**src/rtl/zbt_disp_reader_if.sv**
```systemverilog
// rtl/zbt_disp_reader_if.sv - raster, ZBT bank-1 read port and VGA output bundle for the display reader
interface zbt_disp_reader_if;
  logic [10:0] hcount;
  logic [9:0]  vcount;
  logic        hsync_in;
  logic        vsync_in;
  logic        blank_in;
  logic        pattern_en;
  logic [35:0] read_data;
  logic [18:0] read_addr;
  logic [17:0] pixel;
  logic        hsync_out;
  logic        vsync_out;
  logic        blank_out;

  // Raster source / ZBT model / VGA sink side
  modport master (
    output hcount, vcount, hsync_in, vsync_in, blank_in, pattern_en, read_data,
    input  read_addr, pixel, hsync_out, vsync_out, blank_out
  );

  // Reader side
  modport slave (
    input  hcount, vcount, hsync_in, vsync_in, blank_in, pattern_en, read_data,
    output read_addr, pixel, hsync_out, vsync_out, blank_out
  );
endinterface

```
**src/rtl/zbt_disp_reader.sv**
```systemverilog
// rtl/zbt_disp_reader.sv - forecast-address ZBT bank-1 reader emitting one pixel per clock
module zbt_disp_reader #(
  parameter int LAT     = 2,
  parameter int H_TOTAL = 1056,
  parameter int V_TOTAL = 806
) (
  input  logic               clk,
  input  logic               reset,
  zbt_disp_reader_if.slave   bus
);

  // Address is issued F cycles ahead: LAT for the ZBT, one for the address
  // register and one for the word capture register.
  localparam int          F      = LAT + 2;
  localparam logic [10:0] H_WRAP = 11'(H_TOTAL - F);
  localparam logic [10:0] H_STEP = 11'(F);
  localparam logic [9:0]  V_LAST = 10'(V_TOTAL - 1);

  logic [18:0] r_read_addr;
  logic [35:0] r_word;
  logic [17:0] r_pixel;
  logic        r_hsync;
  logic        r_vsync;
  logic        r_blank;

  logic        w_wrap;
  logic [10:0] w_hcount_f;
  logic [9:0]  w_vcount_f;
  logic [17:0] w_half;
  logic [17:0] w_ramp;
  logic [17:0] w_pixel_d;
  logic        w_unused;

  // Forecast raster position F columns ahead, carrying into the next row/frame
  always_comb begin
    w_wrap     = (bus.hcount >= H_WRAP);
    w_hcount_f = bus.hcount + H_STEP;
    w_vcount_f = bus.vcount;
    if (w_wrap) begin
      w_hcount_f = bus.hcount - H_WRAP;
      w_vcount_f = (bus.vcount == V_LAST) ? 10'd0 : bus.vcount + 10'd1;
    end
  end

  // Pixel pair selection and output priority: blank, then test ramp, then ZBT data
  always_comb begin
    w_half    = bus.hcount[0] ? r_word[17:0] : r_word[35:18];
    w_ramp    = {bus.hcount[5:0], bus.vcount[5:0], bus.hcount[9:4]};
    w_pixel_d = w_half;
    if (bus.blank_in) begin
      w_pixel_d = 18'd0;
    end else if (bus.pattern_en) begin
      w_pixel_d = w_ramp;
    end
  end

  // Column bit 0 picks the half, bit 10 never reaches the bank address
  assign w_unused = &{1'b0, w_hcount_f[10], w_hcount_f[0]};

  // Address, captured word, pixel and sync delay registers
  always_ff @(posedge clk or negedge reset) begin
    if (!reset) begin
      r_read_addr <= 19'd0;
      r_word      <= 36'd0;
      r_pixel     <= 18'd0;
      r_hsync     <= 1'b1;
      r_vsync     <= 1'b1;
      r_blank     <= 1'b1;
    end else begin
      r_read_addr <= {w_vcount_f, w_hcount_f[9:1]};
      r_word      <= bus.read_data;
      r_pixel     <= w_pixel_d;
      r_hsync     <= bus.hsync_in;
      r_vsync     <= bus.vsync_in;
      r_blank     <= bus.blank_in;
    end
  end

  assign bus.read_addr = r_read_addr;
  assign bus.pixel     = r_pixel;
  assign bus.hsync_out = r_hsync;
  assign bus.vsync_out = r_vsync;
  assign bus.blank_out = r_blank;

endmodule

```
**src/flat_wrapper.sv**
```systemverilog
// flat-port wrapper written by rule: the top's interface ports become plain ports
module zbt_disp_reader_flat 
#(
  parameter int LAT     = 2,
  parameter int H_TOTAL = 1056,
  parameter int V_TOTAL = 806
)
  (clk, reset, bus_hcount, bus_vcount, bus_hsync_in, bus_vsync_in, bus_blank_in, bus_pattern_en, bus_read_data, bus_read_addr, bus_pixel, bus_hsync_out, bus_vsync_out, bus_blank_out);
  zbt_disp_reader_if bus_i ();
  input  logic clk;
  input  logic reset;
  input wire logic [$bits(bus_i.hcount)-1:0] bus_hcount;
  input wire logic [$bits(bus_i.vcount)-1:0] bus_vcount;
  input wire logic [$bits(bus_i.hsync_in)-1:0] bus_hsync_in;
  input wire logic [$bits(bus_i.vsync_in)-1:0] bus_vsync_in;
  input wire logic [$bits(bus_i.blank_in)-1:0] bus_blank_in;
  input wire logic [$bits(bus_i.pattern_en)-1:0] bus_pattern_en;
  input wire logic [$bits(bus_i.read_data)-1:0] bus_read_data;
  output wire logic [$bits(bus_i.read_addr)-1:0] bus_read_addr;
  output wire logic [$bits(bus_i.pixel)-1:0] bus_pixel;
  output wire logic [$bits(bus_i.hsync_out)-1:0] bus_hsync_out;
  output wire logic [$bits(bus_i.vsync_out)-1:0] bus_vsync_out;
  output wire logic [$bits(bus_i.blank_out)-1:0] bus_blank_out;
  assign bus_i.hcount = bus_hcount;
  assign bus_i.vcount = bus_vcount;
  assign bus_i.hsync_in = bus_hsync_in;
  assign bus_i.vsync_in = bus_vsync_in;
  assign bus_i.blank_in = bus_blank_in;
  assign bus_i.pattern_en = bus_pattern_en;
  assign bus_i.read_data = bus_read_data;
  assign bus_read_addr = bus_i.read_addr;
  assign bus_pixel = bus_i.pixel;
  assign bus_hsync_out = bus_i.hsync_out;
  assign bus_vsync_out = bus_i.vsync_out;
  assign bus_blank_out = bus_i.blank_out;
  zbt_disp_reader #(.LAT(LAT), .H_TOTAL(H_TOTAL), .V_TOTAL(V_TOTAL)) u_core (.clk(clk), .reset(reset), .bus(bus_i));
endmodule
```
**config.mk**
```make
export PLATFORM = sky130hd
export DESIGN_NAME = zbt_disp_reader_flat
export DESIGN_NICKNAME = d
export VERILOG_FILES = /design/src/rtl/zbt_disp_reader_if.sv /design/src/rtl/zbt_disp_reader.sv /design/src/flat_wrapper.sv
export SDC_FILE = /design/constraint.sdc
export NUM_CORES = 1
export LEC_CHECK = 0
export BUFFER_PORTS_ARGS = -buffer_cell sky130_fd_sc_hd__buf_2
export CORE_MARGIN = 4
export CORE_UTILIZATION = 49
export DETAILED_ROUTE_END_ITERATION = 6
export GPL_TIMING_DRIVEN = 0
export PLACE_DENSITY = 0.79
export RECOVER_POWER = 25
export SLEW_MARGIN = 20
export SYNTH_ARGS = -nofsm -noshare
export SYNTH_HDL_FRONTEND = slang
export SYNTH_SLANG_ARGS = --single-unit
```
**constraint.sdc**
```tcl
create_clock -name clk -period 0.99 [get_ports clk]
set_input_delay 0 -clock clk [delete_from_list [all_inputs] [get_ports clk]]
set_output_delay 0 -clock clk [all_outputs]
set_load 0.05 [all_outputs]
```
# ---- Yosys cells after proc, flatten, opt, wreduce, memory -nomap -nowiden
# Cells that the tools add are included.
dict set report classes {
  add_sub_neg 3
  magnitude_cmp 1
  n_eq_ne 1
  muxes 6
}
# op n
set op_table {}
lappend op_table {{$mux W18} 3}
lappend op_table {{$mux W10} 3}
lappend op_table {{$ge A11 B11 Y1 const B} 1}
lappend op_table {{$add A10 B1 Y10 const B} 1}
lappend op_table {{$add A10 B3 Y10 const B} 1}
lappend op_table {{$eq A10 B10 Y1 const B} 1}
lappend op_table {{$sub A10 B5 Y10 const B} 1}
dict set report word_totals {
  ff_bits 76
  inputBits 63
  output_inout_bits 40
  word_cells 17
}

# ---- Logic depth before layout (Yosys ltp)
# Gate-level depths: netlist (run 1).
dict set report depth {
  ltp_word 3
  ltp_mapped 10
  ltp_nobuf 9
}

# ---- Least setup slack after synthesis (run 1)
# Ideal clock, no wire load.
dict set report synth_path {
  kind {input to register}
  start {input port bus_hcount[6]}
  end {register u_core.r_read_addr[8], in the netlist u_core.bus.read_addr[8]}
  setup_time_ps 125
  arrival_time_ps 2075
  required_time_ps 865
  setup_slack_ps -1211
  cell_stages 9
  n_path_buf 1
  path_cell_list {or4_4 -> o41ai_4 -> buf_6 -> inv_1 -> ha_1 -> nand4_1 -> a21oi_1 -> o22ai_1 -> xnor2_1}
}
dict set report synth_via {
  elab_chain_len 2
  word_cells_on_any_way 4
  classes_between {2 x add/sub; 1 x order compare; 1 x mux}
}
# element line
set synth_lines {}
lappend synth_lines {{start: declaration} flat_wrapper.sv:12} ;# input wire logic [$bits(bus_i.hcount)-1:0] bus_hcount;
lappend synth_lines {{$add A10 B3 Y10 (tied with other cells)} zbt_disp_reader.sv:37} ;# w_hcount_f = bus.hcount + H_STEP;
lappend synth_lines {{$mux W10 *} zbt_disp_reader.sv:39} ;# if (w_wrap) begin
lappend synth_lines {{net u_core.w_hcount_f[9]} zbt_disp_reader.sv:27} ;# logic [10:0] w_hcount_f;
lappend synth_lines {{end signal: assignment} zbt_disp_reader.sv:70} ;# r_read_addr <= {w_vcount_f, w_hcount_f[9:1]};
lappend synth_lines {{end: declaration} zbt_disp_reader.sv:19} ;# logic [18:0] r_read_addr;
# Mark *: on every way through the listed nets, which the timed path passes. The rest lies on a longest branch.

# ---- Worst setup path in the final report (run 1)
dict set report layout_path {
  start {input port bus_hcount[6]}
  end {register u_core.r_read_addr[7], in the netlist u_core.bus.read_addr[7]}
}
# The elaborated chain is that of the path after synthesis.

==> summary.md, run 1 <==
| Metric | Value |
|---|---|
| Status | finished, violations left |
| Failing checks | negative hold slack, negative setup slack |
| Vias in the first global route | around 2,800 |
| CTS tree | yes |
| Peak supply drop | approximately 1.2 mV |
| Required time of the worst setup path | ~1200 ps |
| RePlAce Congestion | 0.8645 |
| Synth Register Bits | between 70 and 80 |
| Slowest CP cell | or4_4 |
| Pwr dens | 1633 nW/um^2 |
| Die area | a little over 7000 um^2 |
| Minimum clock period | between 1500 and 2000 ps |
| CTS Sinks | 76 |
| Diodes inserted | 0 |
| Layout Nets | roughly 480 |
| Fin worst setup slack | -845.0 ps |
| Via count | 2,557 |
| Grt ovf | 0 |
| Clk_skew | 6.948 ps |
| Post-route ant nets | 0 |
| Initial core utilization | roughly 52% |
| Hold slack | -3.190 ps |
| CTS buffer count | 9 |
| Mux share of post-synthesis cell area | approximately 5.4% |
| Largest net degree at the start of global routing | between 40 and 50 |
| XOR/XNOR Fraction of Synth Area | 1.815% |
| Setup Viol. Count Final | 21 |
| CP endpoint kind | flip-flop |
| Main synth FF type | dfrtp_1 |
| Post-synth EDFFs | 0 |
| Slew HR | between 40% and 50% |
| Largest family of logic cells by synthesized area | simple AND/OR/NAND/NOR gates |
| Chip Width | roughly 85 um |
| Max stage delay on crit path | 500 ps |
| Final Slew Violations | 0 |
| Most frequent cell on the critical path | buf_6 |
| Syn Inst Count | ~230 |
| Hold WC Path Type | primary input to flip-flop |
| Syn Area/Cell | approximately 13 um^2 |
| Fraction of layout cells with a size suffix above 1 | approximately two fifths |
| Synth Area in Compound Gates | between 10% and 20% |
| Post-synthesis cell area | 2895 um^2 |
| Clock Tree Buf Depth | 2 |
| Core area | around 5600 um^2 |
| # DRC | 0 |
| Startpoint types | primary input |
| Detailed Route WL | between 8 and 9 mm |
| Tightest Pin Transition | roughly 770 ps |
| Max-Cap Viols | 0 |
| Synth warn | 0 |
| Site row count | 27 |
| Chip height | between 80 and 90 um |
| Max Freq | about 540 MHz |
| Worst path bufs/invs | 5 |
| Worst-skew pair later-pin latency | approximately 350 ps |
| Area delta synth->final | 61.24% |
| Sequential fraction of the synthesis area | around two thirds |
| Via/cell ratio | approximately 5.2 |
| Detailed placement HPWL | roughly 4.7 mm |
| First-pass DRT Iterations | 4 |
| RSZ-0062 raised after global routing | true |
| Worst Path Arrival | approximately 2100 ps |
| IO Port Bufs | 101 |
| Crit-path max FO | 5 |
| Simple-gate share of the synthesized area | between 10% and 20% |
| Crit path max-delay family | buffers and inverters |
| Routed wire per std cell | ~18 um |
| Clock root cell | clkbuf_8 |
| IO Pins | 103 |
| Final-report hold violation count | 1 |
| Crit-path cells | buf_2, or4_4, o41ai_4, buf_6, inv_8, ha_4, buf_4, buf_6, a31oi_4, o21ai_2, xor2_1 |
| Library cells used by synthesis | 40 |
| First-pass GRT wire length | 13.60 mm |
| Share of async-settable or async-resettable flops after synthesis | 100.0% |
| Leakage power | approximately 2.2 nW |
| Final period util | 185.4% |
| Syn_nets | approximately 300 |
| Iteration-0 DRC Markers | approximately 170 |
| H-Tree Depth | 3 |
| Initial antenna violation count | 0 |
| Dpl ws | -1506 ps |
| Tot GR Track Use | about a quarter |
| Adder-cell share of the synthesized area | 3.025% |
| Clk slew on worst S/H paths | ~80 ps |
| Final core occ | 83.24% |
| WS Path Type | primary input to flip-flop |
power by group:
part / leakage, nW / internal (mW) / switching [mW]
Combinational: 1.21 / 0.645 / 1.03
Clock: 0.112 / 1.44 / 1.13
Sequential: 0.904 / 3.31 / 0.0624
registers in the layout, summed over array words and instances, names as in the netlist:
| signal | count |
|---|---|
| u_core.bus.vsync_out | 1 |
| u_core.bus.blank_out | 1 |
| u_core.bus.hsync_out | 1 |
| u_core.r_word | 36 |
| u_core.bus.read_addr | 19 |
| u_core.bus.pixel | 18 |
worst reg2reg max path: stages, from the launching register on:
cell,delay (ps)
dfrtp_1,380
mux2i_1,180
nor2_1,70
a21oi_1,180
nor2_1,60
synthesized netlist by cell type (all sizes together), types with 4 or more instances:
cell type / number / area share, %
o21ai: 7 / 1.2
nand2: 9 / 1.2
nand3: 4 / 0.69
o21a: 4 / 1.0
mux2: 4 / 1.6
o22ai: 4 / 0.86
xor2: 4 / 1.2
mux2i: 11 / 3.8
dfrtp: 73 / 63
clkbuf: 5 / 0.65
ha: 7 / 3.0
inv: 9 / 1.2
a211oi: 7 / 1.8
nor2: 23 / 3.0
buf: 4 / 0.78
a21oi: 19 / 3.3
final cells by class:
| class | instances | area (um^2) |
|---|---|---|
| clock buffers | 13 | 178.9 |
| flip-flops and latches | 76 | 1906 |
| fillers | 311 | 939.7 |
| clock inverters | 3 | 42.54 |
| repair buffers | 175 | 1294 |
| plain buffers | 9 | 43.79 |
| multi-input cells | 134 | 1072 |
| inverters | 9 | 41.29 |
| well taps | 72 | 90.09 |
per-stage QoR:
step	hold WS [ps]	instances	setup TNS (ps)	power (mW)	area, um^2
4_1_cts	-10.23	486	-4337	7.473	4566
2_1_floorplan	-295.6	228	-8968	4.244	2914
6_report	-3.190	491	-6646	7.625	4668
3_3_place_gp	104.9	401	-51140	4.660	3510
3_5_place_dp	-48.94	402	-18820	4.697	3532
5_1_grt	4.285	491	-13990	7.903	4668
routing by layer:
| layer | track usage, % | routed length [um] | vias to the layer above |
|---|---|---|---|
| met1 | 27.03 | 3115 | 1238 |
| met5 | 0 | 0 | - |
| met4 | 12.81 | 279 | 0 |
| met3 | 5.437 | 629 | 25 |
| li1 | - | - | 1165 |
| met2 | 45.48 | 4785 | 129 |
cell usage in the layout, fill, tap and decap left out, types with 3 or more instances in the layout:
master	instances
mux2i_1	11
buf_4	13
ha_4	4
buf_2	85
o22ai_1	3
a211oi_2	3
xor2_1	4
o21ai_1	4
a21oi_1	16
clkbuf_2	3
nand2_1	8
a211oi_1	4
dfrtp_1	73
o21a_1	4
buf_6	8
nor2_1	22
dlygate4sd3_1	58
buf_8	4
inv_1	8
mux2_2	4
nor2b_1	3
clkbuf_1	10
dfstp_2	3
a21oi_2	3
clkbuf_8	13
worst paths after layout:
path                                        start                       end  slack (ps)  cells past startpoint
max in group asynchronous                   reset      u_core.bus.hsync_out         -20                      3
worst max register to register   u_core.r_word[5]       u_core.bus.pixel[5]           0                      4
min in group asynchronous                   reset          u_core.r_word[1]         270                      2
worst min register to register  u_core.r_word[12]      u_core.bus.pixel[12]         560                      2
worst max-delay path                bus_hcount[6]   u_core.bus.read_addr[7]        -850                     11
worst min-delay path                bus_vcount[3]  u_core.bus.read_addr[12]          -3                      3
kinds of logic after synthesis:
| family | after synthesis |
|---|---|
| DFF | 76 |
| and+or+nand+nor | 60 |
| AOI/OAI and AO/OA | 46 |
| buffers and inverters | 18 |
| muxes | 15 |
| adders and majority gates | 7 |
| xor gates and xnor gates | 6 |
what timing repair did:
action,4_1_cts,5_1_grt
hold endpoints to repair,136,0
endpoints found under the setup margin,24,30
gates resized for setup,37,21
cloned,0,1
setup buffers,10,5
pin swaps,14,6
hold buffers,58,0
Note: power is estimated with default switching activity, not from simulation.
==> run 2, diff against run 1 <==
Settings changed: CORE_UTILIZATION 49 to 53, PLACE_DENSITY 0.79 to 0.84.
Clock period 0.99 ns to 2.14 ns, I/O delays scaled along.
==> run 2 against run 1 <==
The run ends with max-capacitance violations, max-slew violations left; power shrank 56%; non-clock buffer count shrank 16; clock skew is 1.6 ps higher; hold slack improved by 33 ps; register-to-register slack better by 1100 ps; critical path type unchanged; combinational power fell by 59%; global-route usage rose by 3.9 points; final cell count is 3.7% lower; first-iteration DRC count increased by 20%; worst setup slack improved by 970 ps.
==> summary.md, run 2 (synthesis gave the netlist of run 1 again) <==
| Metric | Value |
|---|---|
| Status | finished, violations left |
| Failing checks | max-capacitance violations, max-slew violations |
| Diodes inserted | 0 |
| Worst-skew pair later-pin latency | approximately 360 ps |
| WS Path Type | primary input to flip-flop |
| Initial antenna violation count | 0 |
| Most frequent cells in the layout | buf_2 (95), dfrtp_1 (73), dlygate4sd3_1 (56), nor2_1 (23), a21oi_1 (18) |
| # DRC | 0 |
| Final Slew Violations | 31 |
| Crit-path max FO | 10 |
| Met3 usage | between 5 and 6% |
| Fin worst setup slack | roughly 130 ps |
| Vias in the first global route | approximately 2,700 |
| First-pass GRT wire length | 13.86 mm |
| Pwr dens | 781.3 nW/um^2 |
| Site row count | 26 |
| Final-report hold violation count | 0 |
| Startpoint types | primary input |
| Dpl ws | -446.0 ps |
| Leakage power | 2.069 nW |
| Global-route track usage on met2 | 50.57% |
| Largest net degree at the start of global routing | between 40 and 50 |
| H-Tree Depth | 3 |
| Core area | 5205 um^2 |
| Layout Nets | between 400 and 500 |
| Post-layout total power | 3.341 mW |
| GR peak layer | met2 |
| Routed wire per std cell | between 15 and 20 um |
| FF-to-FF setup slack | between 1000 and 1500 ps |
| Via count | approximately 2,500 |
| Clk_skew | ~8.5 ps |
| Worst Path Arrival | approximately 2300 ps |
| Biggest register | u_core.r_word |
| Initial core utilization | 55.63% |
| RSZ-0062 raised after global routing | false |
| Slew HR | -11.78% |
| Final Instance Area | around 4300 um^2 |
| Die area | roughly 6700 um^2 |
| Tot GR Track Use | 28.83% |
| Clock Tree Buf Depth | 2 |
| Detailed placement HPWL | 4.699 mm |
| Post-route ant nets | 0 |
| Peak supply drop | about 0.6 mV |
| Clk slew on worst S/H paths | about 70 ps |
| Post-DP Area | roughly 3500 um^2 |
| Most common cell after layout, fill and taps aside | buf_2 |
| Final period util | a little over nine tenths |
| Grt ovf | 0 |
| Clock root cell | clkbuf_8 |
| IO Port Bufs | slightly above 100 |
| Detailed Route WL | around 8.8 mm |
| CTS Sinks | 76 |
| CTS buffer count | 9 |
| Setup Viol. Count Final | 0 |
| Post-cts sizing count | 0 |
| IO Pins | 103 |
| GRT met1 Usage | between 30% and 40% |
| Required time of the worst setup path | 2370 ps |
| Area delta synth->final | 47.71% |
| Largest register FFs | 36 |
| Fraction of layout cells with a size suffix above 1 | around a third |
| RePlAce Congestion | between 0.8 and 0.9 |
| Via/cell ratio | around 5.3 |
| Chip Width | 81.91 um |
| Tightest Pin Transition | 1677 ps |
| Chip height | around 80 um |
| Final core occ | slightly above 80% |
| CP endpoint kind | flip-flop |
| First-pass DRT Iterations | 4 |
| CTS tree | yes |
| Max-Cap Viols | 1 |
| Hold slack | ~30 ps |
| Hold WC Path Type | primary input to flip-flop |
| Max Freq | approximately 500 MHz |
| Iteration-0 DRC Markers | 207 |
| Minimum clock period | about 2000 ps |
==> run 2: cell types whose count changed in the layout (fill, tap and decap cells not counted), moves of 4 or more <==
cell and delta:
ha_1 +4, buf_4 -12, buf_8 -4, o21ai_0 +4
buf_2 +10, clkbuf_8 -4, buf_6 -7
==> run 2: final cells by class <==
class	count	area, um^2
buffer	9	41.29
clock buffer	9	123.9
clock inverter	7	67.56
fill	271	928.4
inverter	9	33.78
multi-input combinational	134	930.9
sequential	76	1906
tap	70	87.58
timing repair buffer	159	1086
==> run 2: routing by layer <==
metal | vias to the layer above | part of all wire (%) | wire length (um)
li1 | 1133 | - | -
met1 | 1244 | 38 | 3385
met4 | 0 | 2.7 | 238
met3 | 22 | 6.4 | 566
met2 | 125 | 53 | 4658
met5 | - | 0 | 0
==> run 2: critical path: stages <==
cell	delay, ps
buf_2	130
ha_1	240
and4bb_2	260
o41ai_4	410
buf_6	190
inv_1	120
ha_1	380
o21ai_1	110
a21oi_2	150
o22ai_1	110
xnor2_1	140
==> run 2: metrics by stage <==
step / TNS, ps / instances
floorplan: -44.23 / 228
global placement: -1171 / 399
detailed placement: -1271 / 400
CTS: 0 / 473
global route: 0 / 473
finish: 0 / 473
==> run 2: worst paths after layout <==
check | start | endpoint | cells past startpoint
worst min-delay path | bus_vcount[1] | u_core.bus.pixel[7] | 3
worst max register to register | u_core.r_word[32] | u_core.bus.pixel[14] | 3
max in group asynchronous | reset | u_core.bus.vsync_out | 3
min in group asynchronous | reset | u_core.bus.pixel[5] | 2
worst min register to register | u_core.r_word[35] | u_core.bus.pixel[17] | 2
worst max-delay path | bus_hcount[2] | u_core.bus.read_addr[8] | 11
==> run 2: timing repair <==
| item | 4_1_cts | 5_1_grt |
|---|---|---|
| hold buffers | 56 | 0 |
| endpoints found under the setup margin | 1 | 0 |
| setup buffers | 1 | 0 |
| hold endpoints to repair | 131 | 0 |
==> run 2: power by group <==
group,internal (mW),switching [mW],total [mW]
clock network,0.534,0.554,1.09
registers,1.53,0.0290,1.56
logic,0.237,0.454,0.691
total,2.30,1.04,3.34
==> run 3, diff against run 2 <==
Settings changed: ABC_AREA set to 1, CORE_UTILIZATION 53 to 54.
==> run 3 against run 2 <==
Register-to-register slack better by 200 ps; the run still ends with max-capacitance violations, max-slew violations left; sequential share of layout area down 3.2 points; non-clock buffer count up 2; critical endpoint unchanged; largest power group unchanged.
==> summary.md, run 3 <==
| Metric | Value |
|---|---|
| Status | finished, violations left |
| Failing checks | max-capacitance violations, max-slew violations |
| Area fraction of the dominant cell type after synthesis | between 50% and 60% |
| Hold slack | 21.81 ps |
| Clock root cell | clkbuf_8 |
| Detailed Route WL | about 8.7 mm |
| Die area | approximately 7000 um^2 |
| Final period util | a little over nine tenths |
| Via/cell ratio | between 4 and 5 |
| First-pass GRT wire length | ~14 mm |
| Sequential fraction of the synthesis area | between 60 and 70% |
| CTS Sinks | 76 |
| Synth warn | 0 |
| Main synth FF type | dfrtp_1 |
| WS Path Type | primary input to flip-flop |
| Syn Area/Cell | between 9 and 10 um^2 |
| Slew HR | -0.7675% |
| Synth Register Bits | 76 |
| Initial core utilization | 56.21% |
| RePlAce Congestion | just under 0.9 |
| Leakage power | 2.405 nW |
| Post-route ant nets | 0 |
| Hold WC Path Type | primary input to flip-flop |
| Required time of the worst setup path | 2430 ps |
| Syn Inst Count | approximately 310 |
| Initial antenna violation count | 0 |
| Diodes inserted | 0 |
| Most common cell after layout, fill and taps aside | buf_2 |
| Area delta synth->final | 47.12% |
| Share of async-settable or async-resettable flops after synthesis | between 90% and 100% |
| # DRC | 0 |
| Chip height | roughly 84 um |
| H-Tree Depth | 3 |
| Worst Path Arrival | around 2400 ps |
| Fraction of layout cells with a size suffix above 1 | around 31% |
| Setup Viol. Count Final | 0 |
| First-pass DRT Iterations | 4 |
| Iteration-0 DRC Markers | 104 |
| Max-Cap Viols | 1 |
| Pwr dens | 772.0 nW/um^2 |
| Library cells used by synthesis | 35 |
| CTS buffer count | 9 |
| Tightest Pin Transition | 1512 ps |
| Layout Nets | around 560 |
| Syn_nets | about 380 |
| Non-filler instance count after layout | ~560 |
| CTS tree | yes |
| Detailed placement HPWL | 5.041 mm |
| Cells after DPL | 487 |
| Final Slew Violations | 29 |
| Count leader, synth | dfrtp_1 |
| Clock Tree Buf Depth | 2 |
| Peak supply drop | ~0.55 mV |
| Most frequent cells in the layout | buf_2 (102), dfrtp_1 (73), nand2_1 (70), dlygate4sd3_1 (55), inv_1 (33) |
| Core area | 5574 um^2 |
| Final-report hold violation count | 0 |
| Post-synthesis cell area | between 3000 and 4000 um^2 |
| Most frequent cells after synthesis | dfrtp_1 (73), nand2_1 (70), inv_1 (33), nand3_1 (23), nor2_1 (23) |
| Post-synth top area cell | dfrtp_1 |
| Crit-path max FO | 6 |
| Chip Width | about 84 um |
| Clk slew on worst S/H paths | around 80 ps |
| Biggest register | u_core.r_word |
| Largest register FFs | 36 |
| Tot GR Track Use | about a quarter |
| Vias in the first global route | between 2,000 and 3,000 |
| Worst-skew pair later-pin latency | 350 ps |
| IO Port Bufs | 100 |
| Site row count | 27 |
| Grt ovf | 0 |
| Largest net degree at the start of global routing | around 50 |
| Via count | between 2,000 and 3,000 |
| IO Pins | roughly 100 |
| Synth area leaders | dfrtp_1 (58%), nand2_1 (8.4%), inv_1 (4.0%) |
| Startpoint types | primary input |
| Routed wire per std cell | 15.44 um |
| CP endpoint kind | flip-flop |
| Post-synth EDFFs | 0 |
| Max Freq | 477.9 MHz |
| Minimum clock period | approximately 2100 ps |
| Clk_skew | around 4.4 ps |
==> run 3: cell types whose count changed in the layout (fill, tap and decap cells not counted), moves of 4 or more <==
cell,delta
clkinv_2,-4
o21a_1,-4
nand3_1,+19
buf_2,+7
inv_2,+4
a211oi_1,-7
clkbuf_1,-5
o22ai_1,-4
inv_1,+24
nand2_1,+61
o21ai_2,+5
mux2i_1,-11
mux2_2,-4
==> run 3: through the flow <==
| stage | area [um^2] | TNS (ps) | power (mW) | utilization (%) | setup slack [ps] |
|---|---|---|---|---|---|
| 3_3_place_gp | 3724 | 0 | 2.207 | 66.80 | 255.9 |
| 5_1_grt | 4609 | -63.75 | 3.711 | 82.69 | -63.75 |
| 6_report | 4609 | 0 | 3.559 | 82.69 | 47.39 |
| 2_1_floorplan | 3133 | 0 | 2.012 | - | 543.5 |
| 3_5_place_dp | 3754 | 0 | 2.231 | 67.34 | 234.4 |
| 4_1_cts | 4528 | 0 | 3.513 | 81.23 | 47.40 |
==> run 3: cell type report <==
| class | count | area, um^2 |
|---|---|---|
| Multi-Input combinational cell | 191 | 1094 |
| Inverter | 37 | 138.9 |
| Tap cell | 72 | 90.09 |
| Clock buffer | 10 | 127.6 |
| Sequential cell | 76 | 1906 |
| Fill cell | 324 | 964.7 |
| Timing Repair Buffer | 160 | 1104 |
| Buffer | 10 | 53.80 |
| Clock inverter | 6 | 96.34 |
==> run 3: path summary, 6_finish.rpt <==
check | slack (ps) | from | end | cells past startpoint
setup / recovery | 50 | bus_hcount[2] | u_core.bus.read_addr[8] | 16
hold / removal | 20 | bus_hcount[10] | u_core.bus.read_addr[8] | 4
setup reg to reg | 1260 | u_core.r_word[35] | u_core.bus.pixel[17] | 4
hold reg to reg | 540 | u_core.r_word[23] | u_core.bus.pixel[5] | 4
max in group asynchronous | 630 | reset | u_core.bus.blank_out | 3
min in group asynchronous | 560 | reset | u_core.r_word[19] | 2
==> run 3: metal layers <==
layer  wire, um  GRT usage [%]
met3        450          7.164
met4        314          13.16
met5          0              0
met2       4719          45.12
met1       3192          28.09
==> run 3: power breakdown <==
| part | leakage, nW | switching [mW] | internal, mW |
|---|---|---|---|
| clock | 0.109 | 0.567 | 0.671 |
| sequential | 0.907 | 0.0288 | 1.53 |
| combinational | 1.39 | 0.498 | 0.258 |
==> run 3: repair_timing <==
item | 4_1_cts | 5_1_grt
hold buffers | 55 | 0
setup buffers | 0 | 4
resized for setup | 0 | 7
setup endpoints to repair | 0 | 3
hold endpoints to repair | 131 | 0
==> run 3: logic make-up after synthesis <==
| family | Yosys count | share of synthesized area, % |
|---|---|---|
| and+or+nand+nor | 137 | 20.17 |
| buffers and inverters | 47 | 6.150 |
| DFF | 76 | 60.82 |
| xor gates and xnor gates | 8 | 2.237 |
| AOI/OAI and AO/OA | 39 | 7.828 |
| adders and majority gates | 7 | 2.795 |
==> run 3: worst max-delay path, stage by stage <==
cell           delay (ps)
dlygate4sd3_1         540
buf_2                 150
ha_1                  240
nand2_2               120
inv_2                  50
nand2_2                70
nand2_4                70
nor2_4                140
nor2_8                 90
ha_4                  290
nand2_1                90
nor2_1                140
nand2_1               100
o211ai_1              130
nand3_1               100
nand2_1                60
